==> src/rtl/icache_pkg.sv <==
// Shared types and helpers for the direct-mapped instruction cache.
package icache_pkg;

  localparam int LINE_W   = 128;
  localparam int WORD_W   = 32;
  localparam int OFFSET_W = 4;

  typedef enum logic [1:0] {
    IDLE     = 2'd0,
    LOOKUP   = 2'd1,
    MISS_REQ = 2'd2,
    RESPOND  = 2'd3
  } state_e;

  function automatic logic [WORD_W-1:0] word_sel(input logic [LINE_W-1:0] line,
                                                 input logic [1:0]        w);
    return line[w*WORD_W +: WORD_W];
  endfunction

endpackage

==> src/rtl/icache_ctrl_if.sv <==
// Fetch-side and memory-side handshake bundle of the instruction cache.
interface icache_ctrl_if;
  import icache_pkg::*;

  logic                cpu_req;
  logic [31:0]         cpu_addr;
  logic                cpu_gnt;
  logic                cpu_valid;
  logic [WORD_W-1:0]   cpu_instr;
  logic                mem_req;
  logic [31:0]         mem_addr;
  logic                mem_valid;
  logic [LINE_W-1:0]   mem_line;

  // slave: the cache controller; master: fetch stage plus instruction memory
  modport slave (
    input  cpu_req, cpu_addr, mem_valid, mem_line,
    output cpu_gnt, cpu_valid, cpu_instr, mem_req, mem_addr
  );

  modport master (
    output cpu_req, cpu_addr, mem_valid, mem_line,
    input  cpu_gnt, cpu_valid, cpu_instr, mem_req, mem_addr
  );

endinterface

==> src/rtl/icache_array.sv <==
// Tag, data and valid storage: one write port, combinational read, flush-all.
module icache_array
  import icache_pkg::*;
#(
  parameter int LINES = 8,
  parameter int IDX_W = $clog2(LINES),
  parameter int TAG_W = 28 - IDX_W
) (
  input  logic              clk,
  input  logic              rst_n,
  input  logic              flush,
  input  logic [IDX_W-1:0]  rd_idx,
  output logic              rd_valid,
  output logic [TAG_W-1:0]  rd_tag,
  output logic [LINE_W-1:0] rd_data,
  input  logic              wr_en,
  input  logic              wr_set_valid,
  input  logic [IDX_W-1:0]  wr_idx,
  input  logic [TAG_W-1:0]  wr_tag,
  input  logic [LINE_W-1:0] wr_data
);

  logic [LINES-1:0]  valid_q;
  logic [LINES-1:0]  valid_d;
  logic [TAG_W-1:0]  tag_mem  [LINES];
  logic [LINE_W-1:0] data_mem [LINES];

  // flush wins over a same-cycle fill so the filled line stays invalid
  for (genvar gi = 0; gi < LINES; gi++) begin : g_valid
    assign valid_d[gi] = flush ? 1'b0 :
                         (wr_en && wr_set_valid && (wr_idx == IDX_W'(gi))) ? 1'b1 :
                         valid_q[gi];
  end

  always_ff @(posedge clk) begin
    if (!rst_n) valid_q <= '0;
    else        valid_q <= valid_d;
  end

  always_ff @(posedge clk) begin
    if (wr_en) begin
      tag_mem[wr_idx]  <= wr_tag;
      data_mem[wr_idx] <= wr_data;
    end
  end

  assign rd_valid = valid_q[rd_idx];
  assign rd_tag   = tag_mem[rd_idx];
  assign rd_data  = data_mem[rd_idx];

endmodule

==> src/rtl/icache_ctrl.sv <==
// Direct-mapped instruction cache controller: lookup FSM, line-fill handshake, hit/miss counters.
module icache_ctrl
  import icache_pkg::*;
#(
  parameter int LINES = 8
) (
  input  logic              clk,
  input  logic              rst_n,
  input  logic              flush,
  icache_ctrl_if.slave      bus,
  output logic [31:0]       hit_cnt,
  output logic [31:0]       miss_cnt
);

  localparam int IDX_W = $clog2(LINES);
  localparam int TAG_W = 28 - IDX_W;

  state_e            state_q, state_d;
  logic [31:2]       req_addr_q, req_addr_d;
  logic [WORD_W-1:0] instr_q, instr_d;
  logic [31:0]       mem_addr_q, mem_addr_d;
  logic              fill_flushed_q, fill_flushed_d;
  logic [31:0]       hit_cnt_q, hit_cnt_d;
  logic [31:0]       miss_cnt_q, miss_cnt_d;
  logic              hit_inc, miss_inc, fill_en;

  logic [IDX_W-1:0]  req_idx;
  logic [TAG_W-1:0]  req_tag;
  logic              rd_valid;
  logic [TAG_W-1:0]  rd_tag;
  logic [LINE_W-1:0] rd_data;
  logic              hit;
  logic              addr_lsb_unused;

  assign req_idx         = req_addr_q[OFFSET_W +: IDX_W];
  assign req_tag         = req_addr_q[31 -: TAG_W];
  assign addr_lsb_unused = ^bus.cpu_addr[1:0];

  icache_array #(.LINES(LINES), .IDX_W(IDX_W), .TAG_W(TAG_W)) u_array (
    .clk          (clk),
    .rst_n        (rst_n),
    .flush        (flush),
    .rd_idx       (req_idx),
    .rd_valid     (rd_valid),
    .rd_tag       (rd_tag),
    .rd_data      (rd_data),
    .wr_en        (fill_en),
    .wr_set_valid (!fill_flushed_q && !flush),
    .wr_idx       (req_idx),
    .wr_tag       (req_tag),
    .wr_data      (bus.mem_line)
  );

  // a flush in the lookup cycle must make this lookup miss
  assign hit = rd_valid && !flush && (rd_tag == req_tag);

  always_ff @(posedge clk) begin
    if (!rst_n) state_q <= IDLE;
    else        state_q <= state_d;
  end

  always_comb begin
    state_d = state_q;
    case (state_q)
      IDLE:     if (bus.cpu_req) state_d = LOOKUP;
      LOOKUP:   state_d = hit ? RESPOND : MISS_REQ;
      MISS_REQ: if (bus.mem_valid) state_d = RESPOND;
      RESPOND:  state_d = IDLE;
      default:  state_d = IDLE;
    endcase
  end

  always_comb begin
    req_addr_d     = req_addr_q;
    instr_d        = instr_q;
    mem_addr_d     = mem_addr_q;
    fill_flushed_d = fill_flushed_q;
    hit_inc        = 1'b0;
    miss_inc       = 1'b0;
    fill_en        = 1'b0;
    case (state_q)
      IDLE: if (bus.cpu_req) req_addr_d = bus.cpu_addr[31:2];
      LOOKUP: begin
        if (hit) begin
          hit_inc = 1'b1;
          instr_d = word_sel(rd_data, req_addr_q[3:2]);
        end else begin
          miss_inc       = 1'b1;
          mem_addr_d     = {req_addr_q[31:OFFSET_W], {OFFSET_W{1'b0}}};
          fill_flushed_d = 1'b0;
        end
      end
      MISS_REQ: begin
        // remember a flush seen while waiting so the returning line is not trusted
        if (flush) fill_flushed_d = 1'b1;
        if (bus.mem_valid) begin
          fill_en = 1'b1;
          instr_d = word_sel(bus.mem_line, req_addr_q[3:2]);
        end
      end
      default: ;
    endcase
  end

  assign hit_cnt_d  = hit_cnt_q + {31'd0, hit_inc};
  assign miss_cnt_d = miss_cnt_q + {31'd0, miss_inc};

  always_ff @(posedge clk) begin
    if (!rst_n) begin
      req_addr_q     <= '0;
      instr_q        <= '0;
      mem_addr_q     <= '0;
      fill_flushed_q <= 1'b0;
      hit_cnt_q      <= '0;
      miss_cnt_q     <= '0;
    end else begin
      req_addr_q     <= req_addr_d;
      instr_q        <= instr_d;
      mem_addr_q     <= mem_addr_d;
      fill_flushed_q <= fill_flushed_d;
      hit_cnt_q      <= hit_cnt_d;
      miss_cnt_q     <= miss_cnt_d;
    end
  end

  always_comb begin
    bus.cpu_gnt   = rst_n && (state_q == IDLE);
    bus.cpu_valid = rst_n && (state_q == RESPOND);
    bus.mem_req   = rst_n && (state_q == MISS_REQ);
    bus.cpu_instr = instr_q;
    bus.mem_addr  = mem_addr_q;
  end

  assign hit_cnt  = hit_cnt_q;
  assign miss_cnt = miss_cnt_q;

endmodule

==> src/flat_wrapper.sv <==
// flat-port wrapper written by rule: the top's interface ports become plain ports
module icache_ctrl_flat import icache_pkg::*;
#(
  parameter int LINES = 8
)
  (clk, rst_n, flush, hit_cnt, miss_cnt, bus_cpu_req, bus_cpu_addr, bus_mem_valid, bus_mem_line, bus_cpu_gnt, bus_cpu_valid, bus_cpu_instr, bus_mem_req, bus_mem_addr);
  icache_ctrl_if bus_i ();
  input  logic clk;
  input  logic rst_n;
  input  logic flush;
  output logic [31:0] hit_cnt;
  output logic [31:0] miss_cnt;
  input wire logic [$bits(bus_i.cpu_req)-1:0] bus_cpu_req;
  input wire logic [$bits(bus_i.cpu_addr)-1:0] bus_cpu_addr;
  input wire logic [$bits(bus_i.mem_valid)-1:0] bus_mem_valid;
  input wire logic [$bits(bus_i.mem_line)-1:0] bus_mem_line;
  output wire logic [$bits(bus_i.cpu_gnt)-1:0] bus_cpu_gnt;
  output wire logic [$bits(bus_i.cpu_valid)-1:0] bus_cpu_valid;
  output wire logic [$bits(bus_i.cpu_instr)-1:0] bus_cpu_instr;
  output wire logic [$bits(bus_i.mem_req)-1:0] bus_mem_req;
  output wire logic [$bits(bus_i.mem_addr)-1:0] bus_mem_addr;
  assign bus_i.cpu_req = bus_cpu_req;
  assign bus_i.cpu_addr = bus_cpu_addr;
  assign bus_i.mem_valid = bus_mem_valid;
  assign bus_i.mem_line = bus_mem_line;
  assign bus_cpu_gnt = bus_i.cpu_gnt;
  assign bus_cpu_valid = bus_i.cpu_valid;
  assign bus_cpu_instr = bus_i.cpu_instr;
  assign bus_mem_req = bus_i.mem_req;
  assign bus_mem_addr = bus_i.mem_addr;
  icache_ctrl #(.LINES(LINES)) u_core (.clk(clk), .rst_n(rst_n), .flush(flush), .bus(bus_i), .hit_cnt(hit_cnt), .miss_cnt(miss_cnt));
endmodule
==> config.mk <==
export PLATFORM = sky130hd
export DESIGN_NAME = icache_ctrl_flat
export DESIGN_NICKNAME = d
export VERILOG_FILES = /design/src/rtl/icache_pkg.sv /design/src/rtl/icache_ctrl_if.sv /design/src/rtl/icache_array.sv /design/src/rtl/icache_ctrl.sv /design/src/flat_wrapper.sv
export SDC_FILE = /design/constraint.sdc
export NUM_CORES = 1
export LEC_CHECK = 0
export ABC_CLOCK_PERIOD_IN_PS = 17000
export BUFFER_PORTS_ARGS = -buffer_cell sky130_fd_sc_hd__buf_2
export CORE_MARGIN = 3
export CORE_UTILIZATION = 35
export DETAILED_ROUTE_END_ITERATION = 16
export SLEW_MARGIN = 0
export SYNTH_ARGS = -nofsm -noshare
export SYNTH_HDL_FRONTEND = slang
export SYNTH_SLANG_ARGS = --single-unit
==> constraint.sdc <==
create_clock -name clk -period 17 [get_ports clk]
set_input_delay 2.55 -clock clk [delete_from_list [all_inputs] [get_ports clk]]
set_output_delay 2.55 -clock clk [all_outputs]
set_load 0.05 [all_outputs]
==> flow_metrics.py <==
metrics = {
    "global_routing": {
        "grt_overflow": 0,
        "grt_pass1_vias": 27995,
        "antenna_found_initial": 54,
        "grt_pass1_wl_mm": 192,
        "grt_max_degree": 109,
        "grt.total_usage": 0.160,
    },
    "hold_path": {
        "min_from": "u_core.bus.mem_addr[7]$_SDFFE_PN0P_",
        "min_to": "u_core.bus.mem_addr[7]$_SDFFE_PN0P_",
        "min_path_type": "reg2reg",
        "whs_path_depth": 2,
    },
    "setup_path": {
        "rr_worst_depth": 17,
        "cpLargestDelayFamily": "buffers and inverters",
        "crit_buf_inv": 3,
        "arrival_ns": 4.10,
        "crit_path_start_kind": "input port",
        "cpPeakStageDelay_ns": 0.64,
        "crit_path_max_fanout": 69,
        "end_kind": "primary output",
        "r2r-end": "u_core.hit_cnt[28]$_SDFF_PN0_",
        "cp_cell_sequence": "buf_6 -> buf_4 -> and2_1 -> buf_2",
        "critPathKind": "in2out",
        "reg2reg_slack_ns": 10.97,
        "crit_slowest_cell": "buf_4",
        "required_ns": 14.45,
    },
    "synthesis": {
        "synth.distinct_cells": 51,
        "synth_area_um2": 54600,
        "synth_most_common_cell": "edfxtp_1",
        "ys_seq_elements": 1392,
        "seq_area_frac_synth": 0.735,
        "postSynthAreaPerCell_um2": 19.8,
        "synth_top_flop_cell": "edfxtp_1",
        "syn_inst": 2756,
        "synth_edf_count": 1224,
        "ys_async_sr_fraction": 0,
        "synth_top_area_share": 0.673,
        "synth_top_cells_by_count": "edfxtp_1, mux4_2, nand2_1, dfxtp_1, clkbuf_1",
        "synth_warnings": 0,
        "synth_area_leaders": "edfxtp_1, mux4_2, dfxtp_1",
        "synth.largest_area_cell": "edfxtp_1",
    },
    "floorplanning": {
        "initial_core_util": 0.353,
        "row_count": 144,
        "core_area_um2": 155000,
        "die_h_um": 401,
        "die_w_um": 401,
        "dieArea_um2": 161000,
        "ios": 296,
    },
    "sta": {
        "post-route-min-period_ns": 6.65,
        "max_freq_mhz": 150,
        "grt_setup_unrepaired": "false",
        "clock_skew_ns": 0.0390,
        "layout_setup_ws_ns": 10.35,
        "worst_slew_pin_slew_ns": 1.30,
        "finalHoldViolations": 0,
        "setup_tns_ns": 0,
        "relSlewSlack": 0.122,
        "setup_viol": 0,
        "slew_viol_final": 0,
        "timing.final.crit_share": 0.391,
    },
    "clocking": {
        "post-cts-setup-buffer-count": 0,
        "ctsHoldBuffers": 0,
        "cts_buffer_depth": 3,
        "cts_resized": 0,
        "htree_levels": 4,
        "cts_tree": "yes",
        "cts_root_buf": "clkbuf_16",
        "path_clk_slew_ns": 0.05,
        "cts_sinks": 1392,
        "clk_latency_ns": 0.80,
        "numCtsBuffers": 151,
    },
    "detailed_routing": {
        "via_per_inst": 5.18,
        "dr.pass1.iters": 7,
        "wl_per_cell_um": 24.5,
        "drt-initial-drc-count": 2465,
        "wl_mm": 129,
        "drc": 0,
        "ant_nets": 0,
        "num_vias": 27293,
    },
    "power": {
        "leakagePower_nw": 19.9,
        "powerDensity_nw_per_um2": 137,
        "ir_drop_v": 0.000117,
    },
    "run_status": {
        "status": "finished clean",
    },
    "placed_design": {
        "port_buffers": 289,
        "place_ws_ns": 10.30,
        "gp_congestion": 0.733,
        "dp_hpwl_mm": 71.5,
        "dp.cells": 4972,
    },
    "job": {
        "max-cap-violations": 0,
    },
    "layout": {
        "drive_gt1_frac": 0.294,
        "fin_nets": 3255,
        "fin_cells": 5269,
        "area_growth_pct": 15.8,
    },
}
state kept, by name, indices dropped and copies added (netlist names), named ones only:
signal / cells
u_core.bus.cpu_instr: 32
u_core.bus.mem_addr: 28
u_core.fill_flushed_q: 1
u_core.hit_cnt: 32
u_core.miss_cnt: 32
u_core.req_addr_q: 30
u_core.state_q: 2
u_core.u_array.data_mem: 1024
u_core.u_array.tag_mem: 200
u_core.u_array.valid_q: 8
cell type report:
cell class / count / area, µm²
clock buffer: 203 / 4070
tap: 2044 / 2560
fill: 13653 / 91300
multi-input combinational: 1192 / 13800
antenna: 22 / 55.1
timing repair buffer: 337 / 1890
sequential: 1392 / 40100
clock inverter: 72 / 766
inverter: 7 / 26.3
metrics by stage:
| step | util | instance area (µm²) | total power [mW] | hold slack, ns |
|---|---|---|---|---|
| floorplan | - | 54600 | 5.07 | 0.431 |
| global placement | 0.378 | 58400 | 5.54 | 0.446 |
| detailed placement | 0.378 | 58400 | 5.55 | 0.449 |
| CTS | 0.409 | 63200 | 8.76 | 0.457 |
| global route | 0.409 | 63200 | 8.99 | 0.481 |
| finish | 0.409 | 63300 | 8.63 | 0.455 |
where the power goes:
part	internal (mW)	total, mW	switching, mW
sequential	3.87	3.99	0.120
clock	1.82	3.18	1.36
combinational	0.550	1.46	0.911
cell families (layout without fill, tap and decap cells):
group / after synthesis / after routing / share of synthesized area
multiplexers: 474 / 474 / 0.172
flip-flops: 1392 / 1392 / 0.735
other: 1 / 26 / 0.0000687
XOR/XNOR: 73 / 73 / 0.0117
AND/OR/NAND/NOR: 399 / 399 / 0.0353
AO/OA/AOI/OAI: 233 / 233 / 0.0286
adder cells (fa/ha/maj): 9 / 9 / 0.00206
buffers and inverters: 175 / 619 / 0.0151
worst max path at each step:
stage	endpoint	slack, ns	depth (start not counted)	from
5_1_grt	bus_cpu_valid	10.22	4	rst_n
3_3_place_gp	bus_cpu_valid	10.27	4	rst_n
2_1_floorplan	u_core.u_array.data_mem[4][0]$_DFFE_PP_	3.10	2	bus_mem_valid
3_5_place_dp	bus_cpu_valid	10.30	4	rst_n
4_1_cts	bus_cpu_valid	10.28	4	rst_n
6_report	bus_cpu_valid	10.35	4	rst_n
worst min-delay path, stage by stage, from the launching register on:
cell and delay [ns]:
dfxtp_1 0.30, nand2_1 0.05, o21ai_0 0.06
cells in the final DEF, fill, tap and decap left out, types with 33 or more instances in the layout:
cell / n
a21boi_0: 39
mux2i_1: 90
o21ai_0: 72
xnor2_1: 45
clkbuf_1: 43
nand3_1: 54
clkbuf_16: 153
buf_4: 42
dfxtp_1: 163
nand2_1: 184
edfxtp_1: 1224
and2_1: 58
o211ai_1: 33
mux4_2: 372
buf_2: 288
per-layer routing:
layer	global-route usage	vias to the layer above	wire (µm)
met4	0.0402	30	2260
li1	-	11918	-
met2	0.242	785	59300
met5	0	-	197
met1	0.224	14348	56800
met3	0.0518	212	10800
(Power assumes the default switching activity.)
